==> src/rtl/types_pkg.sv <==
// Shared types for the load/store queue and its data_memory interface.
package types_pkg;

  localparam int ROB_TAG_W = 5;

  typedef enum logic {IDLE, LD_WAIT} lsq_state_e;

  typedef struct packed {
    logic                 store;
    logic [2:0]           func3;
    logic [1:0]           sw_sh_signal;
    logic [5:0]           pd;
    logic [ROB_TAG_W-1:0] rob_tag;
    logic [31:0]          pc;
    logic [31:0]          addr;
    logic [31:0]          ps2_data;
  } lsq;

  typedef struct packed {
    logic [31:0]          data;
    logic [5:0]           pd;
    logic [ROB_TAG_W-1:0] rob_fu_mem;
  } mem_data;

endpackage

==> src/rtl/load_store_queue.sv <==
// In-order load/store queue feeding data_memory: stores issue once committed,
// loads issue as soon as their address is known, one load outstanding at a time.
module load_store_queue
  import types_pkg::*;
#(
  parameter int DEPTH = 8
) (
  input  logic                         clk,
  input  logic                         reset,
  input  logic                         disp_valid,
  input  lsq                           disp_entry,
  output logic                         lsq_full,
  input  logic                         agu_valid,
  input  logic [ROB_TAG_W-1:0]         agu_rob_tag,
  input  logic [31:0]                  agu_addr,
  input  logic [31:0]                  agu_data,
  input  logic                         commit_valid,
  input  logic [ROB_TAG_W-1:0]         commit_tag,
  input  logic                         flush,
  output logic                         store_wb,
  output lsq                           lsq_in,
  output logic                         load_mem,
  output lsq                           lsq_load,
  input  logic                         mem_valid,
  input  mem_data                      mem_out,
  output logic [$clog2(DEPTH+1)-1:0]   lsq_count
);

  localparam int PW = $clog2(DEPTH);
  localparam int CW = $clog2(DEPTH+1);

  lsq                   entries [DEPTH];
  logic [DEPTH-1:0]     valid, addr_valid, committed;
  logic [DEPTH-1:0]     valid_n, addr_valid_n, committed_n, kept;
  logic [PW-1:0]        head, tail, head_n, tail_n, base, idx;
  logic [CW-1:0]        count, count_n, keep, avail;
  lsq_state_e           state, state_n;
  logic                 drop_resp, drop_resp_n, run;
  logic [ROB_TAG_W-1:0] drop_tag, drop_tag_n;
  logic                 last_ld_live;
  logic [ROB_TAG_W-1:0] last_ld_tag;
  lsq                   head_entry;
  logic                 store_issue, load_issue, resp_discard, resp_pop, alloc, pop;

  assign head_entry   = entries[head];
  assign lsq_full     = (count == CW'(DEPTH));
  assign lsq_count    = count;
  assign resp_discard = mem_valid && drop_resp && (mem_out.rob_fu_mem == drop_tag);
  assign resp_pop     = (state == LD_WAIT) && mem_valid && !resp_discard &&
                        (mem_out.rob_fu_mem == head_entry.rob_tag);
  assign alloc        = disp_valid && !lsq_full && !flush;
  assign pop          = store_issue || resp_pop;

  always_ff @(posedge clk or posedge reset) begin
    if (reset) state <= IDLE;
    else       state <= state_n;
  end

  always_comb begin
    state_n = state;
    case (state)
      IDLE:    if (load_issue && !flush) state_n = LD_WAIT;
      LD_WAIT: if (flush || resp_pop) state_n = IDLE;
      default: state_n = IDLE;
    endcase
  end

  always_comb begin
    store_issue = 1'b0;
    load_issue  = 1'b0;
    if (state == IDLE && valid[head] && addr_valid[head]) begin
      store_issue = head_entry.store && committed[head];
      load_issue  = !head_entry.store;
    end
    store_wb = store_issue;
    load_mem = load_issue;
    lsq_in   = store_issue ? head_entry : '0;
    lsq_load = load_issue ? head_entry : '0;
  end

  // Flush keeps only the committed stores that follow whatever the head has
  // already handed to data_memory (an issuing store or an in-flight load).
  always_comb begin
    valid_n      = valid;
    addr_valid_n = addr_valid;
    committed_n  = committed;
    head_n       = head;
    tail_n       = tail;
    count_n      = count;
    drop_resp_n  = drop_resp && !resp_discard;
    drop_tag_n   = drop_tag;
    base         = head;
    avail        = count;
    keep         = '0;
    kept         = '0;
    run          = 1'b1;
    idx          = '0;
    for (int i = 0; i < DEPTH; i++) begin
      if (agu_valid && valid[i] && entries[i].rob_tag == agu_rob_tag)
        addr_valid_n[i] = 1'b1;
      if (commit_valid && valid[i] && entries[i].store && entries[i].rob_tag == commit_tag)
        committed_n[i] = 1'b1;
    end
    if (flush) begin
      if (store_issue || load_issue || state == LD_WAIT) begin
        base  = head + 1'b1;
        avail = count - 1'b1;
      end
      for (int i = 0; i < DEPTH; i++) begin
        idx = base + PW'(i);
        if (run && i < int'(avail) && committed_n[idx]) begin
          kept[idx] = 1'b1;
          keep      = keep + 1'b1;
        end else begin
          run = 1'b0;
        end
      end
      valid_n      = kept;
      addr_valid_n = addr_valid_n & kept;
      committed_n  = committed_n & kept;
      head_n       = base;
      tail_n       = base + keep[PW-1:0];
      count_n      = keep;
      if (load_issue || (state == LD_WAIT && !resp_pop)) begin
        drop_resp_n = 1'b1;
        drop_tag_n  = head_entry.rob_tag;
      end
    end else begin
      if (pop) begin
        valid_n[head]      = 1'b0;
        addr_valid_n[head] = 1'b0;
        committed_n[head]  = 1'b0;
        head_n             = head + 1'b1;
      end
      if (alloc) begin
        valid_n[tail]      = 1'b1;
        addr_valid_n[tail] = 1'b0;
        committed_n[tail]  = 1'b0;
        tail_n             = tail + 1'b1;
      end
      count_n = count + CW'(alloc) - CW'(pop);
    end
  end

  always_ff @(posedge clk or posedge reset) begin
    if (reset) begin
      valid        <= '0;
      addr_valid   <= '0;
      committed    <= '0;
      head         <= '0;
      tail         <= '0;
      count        <= '0;
      drop_resp    <= 1'b0;
      drop_tag     <= '0;
      last_ld_live <= 1'b0;
      last_ld_tag  <= '0;
      for (int i = 0; i < DEPTH; i++) entries[i] <= '0;
    end else begin
      valid      <= valid_n;
      addr_valid <= addr_valid_n;
      committed  <= committed_n;
      head       <= head_n;
      tail       <= tail_n;
      count      <= count_n;
      drop_resp  <= drop_resp_n;
      drop_tag   <= drop_tag_n;
      for (int i = 0; i < DEPTH; i++) begin
        if (agu_valid && valid[i] && entries[i].rob_tag == agu_rob_tag) begin
          entries[i].addr     <= agu_addr;
          entries[i].ps2_data <= agu_data;
        end
      end
      if (alloc) entries[tail] <= disp_entry;
      if (store_issue) begin
        last_ld_live <= 1'b0;
      end else if (load_issue) begin
        last_ld_live <= 1'b1;
        last_ld_tag  <= head_entry.rob_tag;
      end
    end
  end

  // data_memory suppresses a repeated load tag, so such a load would never complete.
  a_repeat_load_tag: assert property (@(posedge clk) disable iff (reset)
    !(load_issue && last_ld_live && head_entry.rob_tag == last_ld_tag));

endmodule

==> config.mk <==
export PLATFORM = sky130hd
export DESIGN_NAME = load_store_queue
export DESIGN_NICKNAME = d
export VERILOG_FILES = /design/src/rtl/types_pkg.sv /design/src/rtl/load_store_queue.sv
export SDC_FILE = /design/constraint.sdc
export NUM_CORES = 2
export LEC_CHECK = 0
export CORE_ASPECT_RATIO = 1.25
export CORE_MARGIN = 10
export CORE_UTILIZATION = 40
export DETAILED_ROUTE_END_ITERATION = 10
export GPL_ROUTABILITY_DRIVEN = 0
export PLACE_DENSITY = 0.7
export SLEW_MARGIN = 0
export SYNTH_ARGS = -nofsm -noshare
export SYNTH_HDL_FRONTEND = slang
export SYNTH_SLANG_ARGS = --single-unit
==> constraint.sdc <==
create_clock -name clk -period 41.1 [get_ports clk]
set_input_delay 8.22 -clock clk [delete_from_list [all_inputs] [get_ports clk]]
set_output_delay 8.22 -clock clk [all_outputs]
set_load 0.02 [all_outputs]
==> results_dict.tcl <==
set metrics [dict create \
    path_max_fanout 8 \
    syn_area_mm2 0.0495 \
    syn_nets 5202 \
    clk_pin_slew_worst_paths_ps 60 \
    cts_tree "yes" \
    reg2reg_to "tail[2]" \
    clock_skew_ps 33.3 \
    postCtsResizedCells 0 \
    yosysWarningCount 0 \
    wl_per_cell_um 25.0 \
    crit_type "in -> reg" \
    row_count 144 \
    rr_worst_depth 35 \
    drv_slew 0 \
    dpl.hpwl_um 99300 \
    grt_remaining_overflow 0 \
    dieWidth_um 335 \
    post_cts_buffers 0 \
    critPathCapture "tail[2]" \
    fp.dieH_um 413 \
    avgSynthCellArea_um2 10.0 \
    end_kind "flip-flop" \
    slew_headroom_pct 22.2 \
    fin_crit_ps 16940 \
    drt_iter0_markers 3678 \
    synth_seq_area_share_pct 47.8 \
    grt_antenna_before_repair 36 \
    yosysUniqueCellTypes 82 \
    syn_inst 4940 \
    ant_nets 0 \
    final_cell_mix "dfrtp_1, nand2_1, mux2i_1" \
    clockPowerShare_pct 21.7 \
    worst_slack_ps 24160 \
    grt_pass1_wl_um 254000 \
    total_power_mw 4.38 \
    reg2reg_slack_ps 30240 \
    postCtsHoldBufs 0 \
    seq_area_mm2 0.0236 \
    r2r_start "head[0]" \
    whs_ps 473 \
    grt_usage_pct 23.8 \
    crit_arrival_ps 17500 \
    final_common_cell "dfrtp_1" \
    dp_slack_ps 23630 \
    clk_latency_ps 730 \
    power_frac_comb_pct 41.3 \
    worstSetupStartpoint "commit_tag[1]" \
    p_switching_mw 1.75 \
    first_global_vias 40300 \
    cts.path.max_buffers 3 \
    crit_slowest_cell "clkdlybuf4s50_1" \
    cts_root_buf "clkbuf_16" \
    finalHoldViolCount 0 \
    cp_common_cell "ha_1" \
    p_seq_share_pct 37.1 \
    portBuffers 430 \
    status "finished clean" \
    synth_seq_cells 945 \
    async_flop_share_pct 100 \
    vias_per_cell 5.90 \
    timing.final.crit_share_pct 41.2 \
    setup_tns_ps 0 \
    via_count 39900 \
    start_util_pct 40.2 \
    worst_slew_pin_slew_ps 1170 \
    p_leak_nw 26.6 \
    critPathTopFamily "compound AO/OA/AOI/OAI gates" \
    ios 470 \
    cp.required_ps 41660 \
    fmax_ghz 0.0590 \
    drc 0 \
    htreeDepth 3 \
    clock_sinks 945 \
    powerDensity_mw_per_mm2 75.5 \
    grt_max_degree 135 \
    dp_cells 6551 \
    synth_edf_count 0 \
    drive_gt1_share_pct 12.5 \
    switching_share_pct 40.0 \
    irDropWorstVdd_mv 0.0479 \
    fin_cells 6755 \
    cts_buffers 100 \
    fillers 11300 \
    crit_buf_inv 3 \
    core-area_mm2 0.123 \
    critPathLaunchType "primary input" \
    finalNetCount 5309 \
    critPathMaxStageDelay_ps 690 \
    syn2layout_area_growth_pct 17.2 \
    hold_class "reg -> reg" \
    multi_input_area_mm2 0.0238 \
    yosys_most_used_dff "dfrtp_1" \
    internal-power_mw 2.63 \
    dieArea_mm2 0.138 \
    wl_um 169000 \
    dr.pass1.iters 6 \
    crit_cells 30 \
    rsz0062_at_grt "false" \
    setup_violations 0 \
    maxCapViolCount 0 \
]
worst min-delay path by stage:
stage                     slack (ps)          from           end  depth (start not counted)
after floorplan                  450  entries[767]  entries[767]                          2
after global placement           460  entries[765]  entries[765]                          2
after detailed placement         460  entries[755]  entries[755]                          2
after CTS                        480  entries[780]  entries[780]                          2
after global routing             490  entries[758]  entries[758]                          2
final                            470  entries[780]  entries[780]                          2
registers in the layout, summed over array words and instances, names as in the netlist:
| signal | flops |
|---|---|
| valid | 8 |
| drop_tag | 5 |
| state | 1 |
| addr_valid | 8 |
| entries | 904 |
| drop_resp | 1 |
| lsq_count | 4 |
| head | 3 |
| tail | 3 |
| committed | 8 |
worst reg2reg max path, delay by kind of cell, from the launching register on:
kind / cells / cell delay, ps
adders and majority gates: 8 / 2720
AOI/OAI and AO/OA: 8 / 2200
and+or+nand+nor: 6 / 1840
buffers and inverters: 5 / 1330
muxes: 5 / 1320
DFF: 1 / 810
xor gates and xnor gates: 3 / 480
Yosys cell counts (17+ instances only):
cell type  instances  area share [%]
o22ai_1           18            0.23
buf_1            109            0.83
nand4_1           17            0.21
and4_1            96             1.7
nand3_1           23            0.23
nor3_1            23            0.23
mux2_2           345             7.8
xnor2_1           25            0.44
mux2i_1          540              11
xor2_1            84             1.5
o21ai_0          423             4.3
clkbuf_2          60            0.61
clkbuf_1         318             2.4
nand2_1          612             4.6
nor4_1            17            0.21
nor2_1           410             3.1
a21oi_1          192             1.9
ha_1              23            0.58
inv_1             39            0.30
dfrtp_1          945              48
a22oi_1          408             6.2
layout make-up:
type,instances,area share [%]
Sequential cell,945,40.8
Multi-Input combinational cell,3450,41.0
Antenna cell,21,0.0906
Clock inverter,47,0.921
Tap cell,1606,3.46
Timing Repair Buffer,510,8.45
Clock buffer,136,5.00
Inverter,40,0.272
per-stage QoR:
| step | instance area (um^2) | util, % |
|---|---|---|
| 3_3_place_gp | 54500 | 44.3 |
| 2_1_floorplan | 49500 | - |
| 6_report | 58000 | 47.1 |
| 3_5_place_dp | 54500 | 44.3 |
| 4_1_cts | 58000 | 47.1 |
| 5_1_grt | 58000 | 47.1 |
logic make-up after synthesis:
logic type | count (synthesis) | synth area share, %
xor+xnor | 112 | 2.04
mux | 897 | 19.3
buf+inv | 545 | 4.37
compound gates | 1155 | 14.7
flops | 945 | 47.8
other cells | 1 | 0.00758
fa+ha+maj | 25 | 0.662
simple gates | 1260 | 11.2
routing by layer:
metal / global-route usage [%] / share of wire, % / vias to the layer above
met1: 29.9 / 40 / 19900
met3: 4.81 / 7.8 / 412
met4: 10.5 / 4.1 / 24
met5: 0 / 0.088 / -
li1: - / - / 17800
met2: 39.4 / 48 / 1707
power groups by stage:
stage / registers [mW] / logic [mW] / clock network, mW
finish: 1.62 / 1.81 / 0.949
global route: 1.68 / 1.96 / 1.00
CTS: 1.62 / 1.79 / 0.965
detailed placement: 1.63 / 1.79 / 0
global placement: 1.61 / 1.75 / 0
floorplan: 1.56 / 1.24 / 0
No activity file was read; power rests on OpenSTA's default activity.
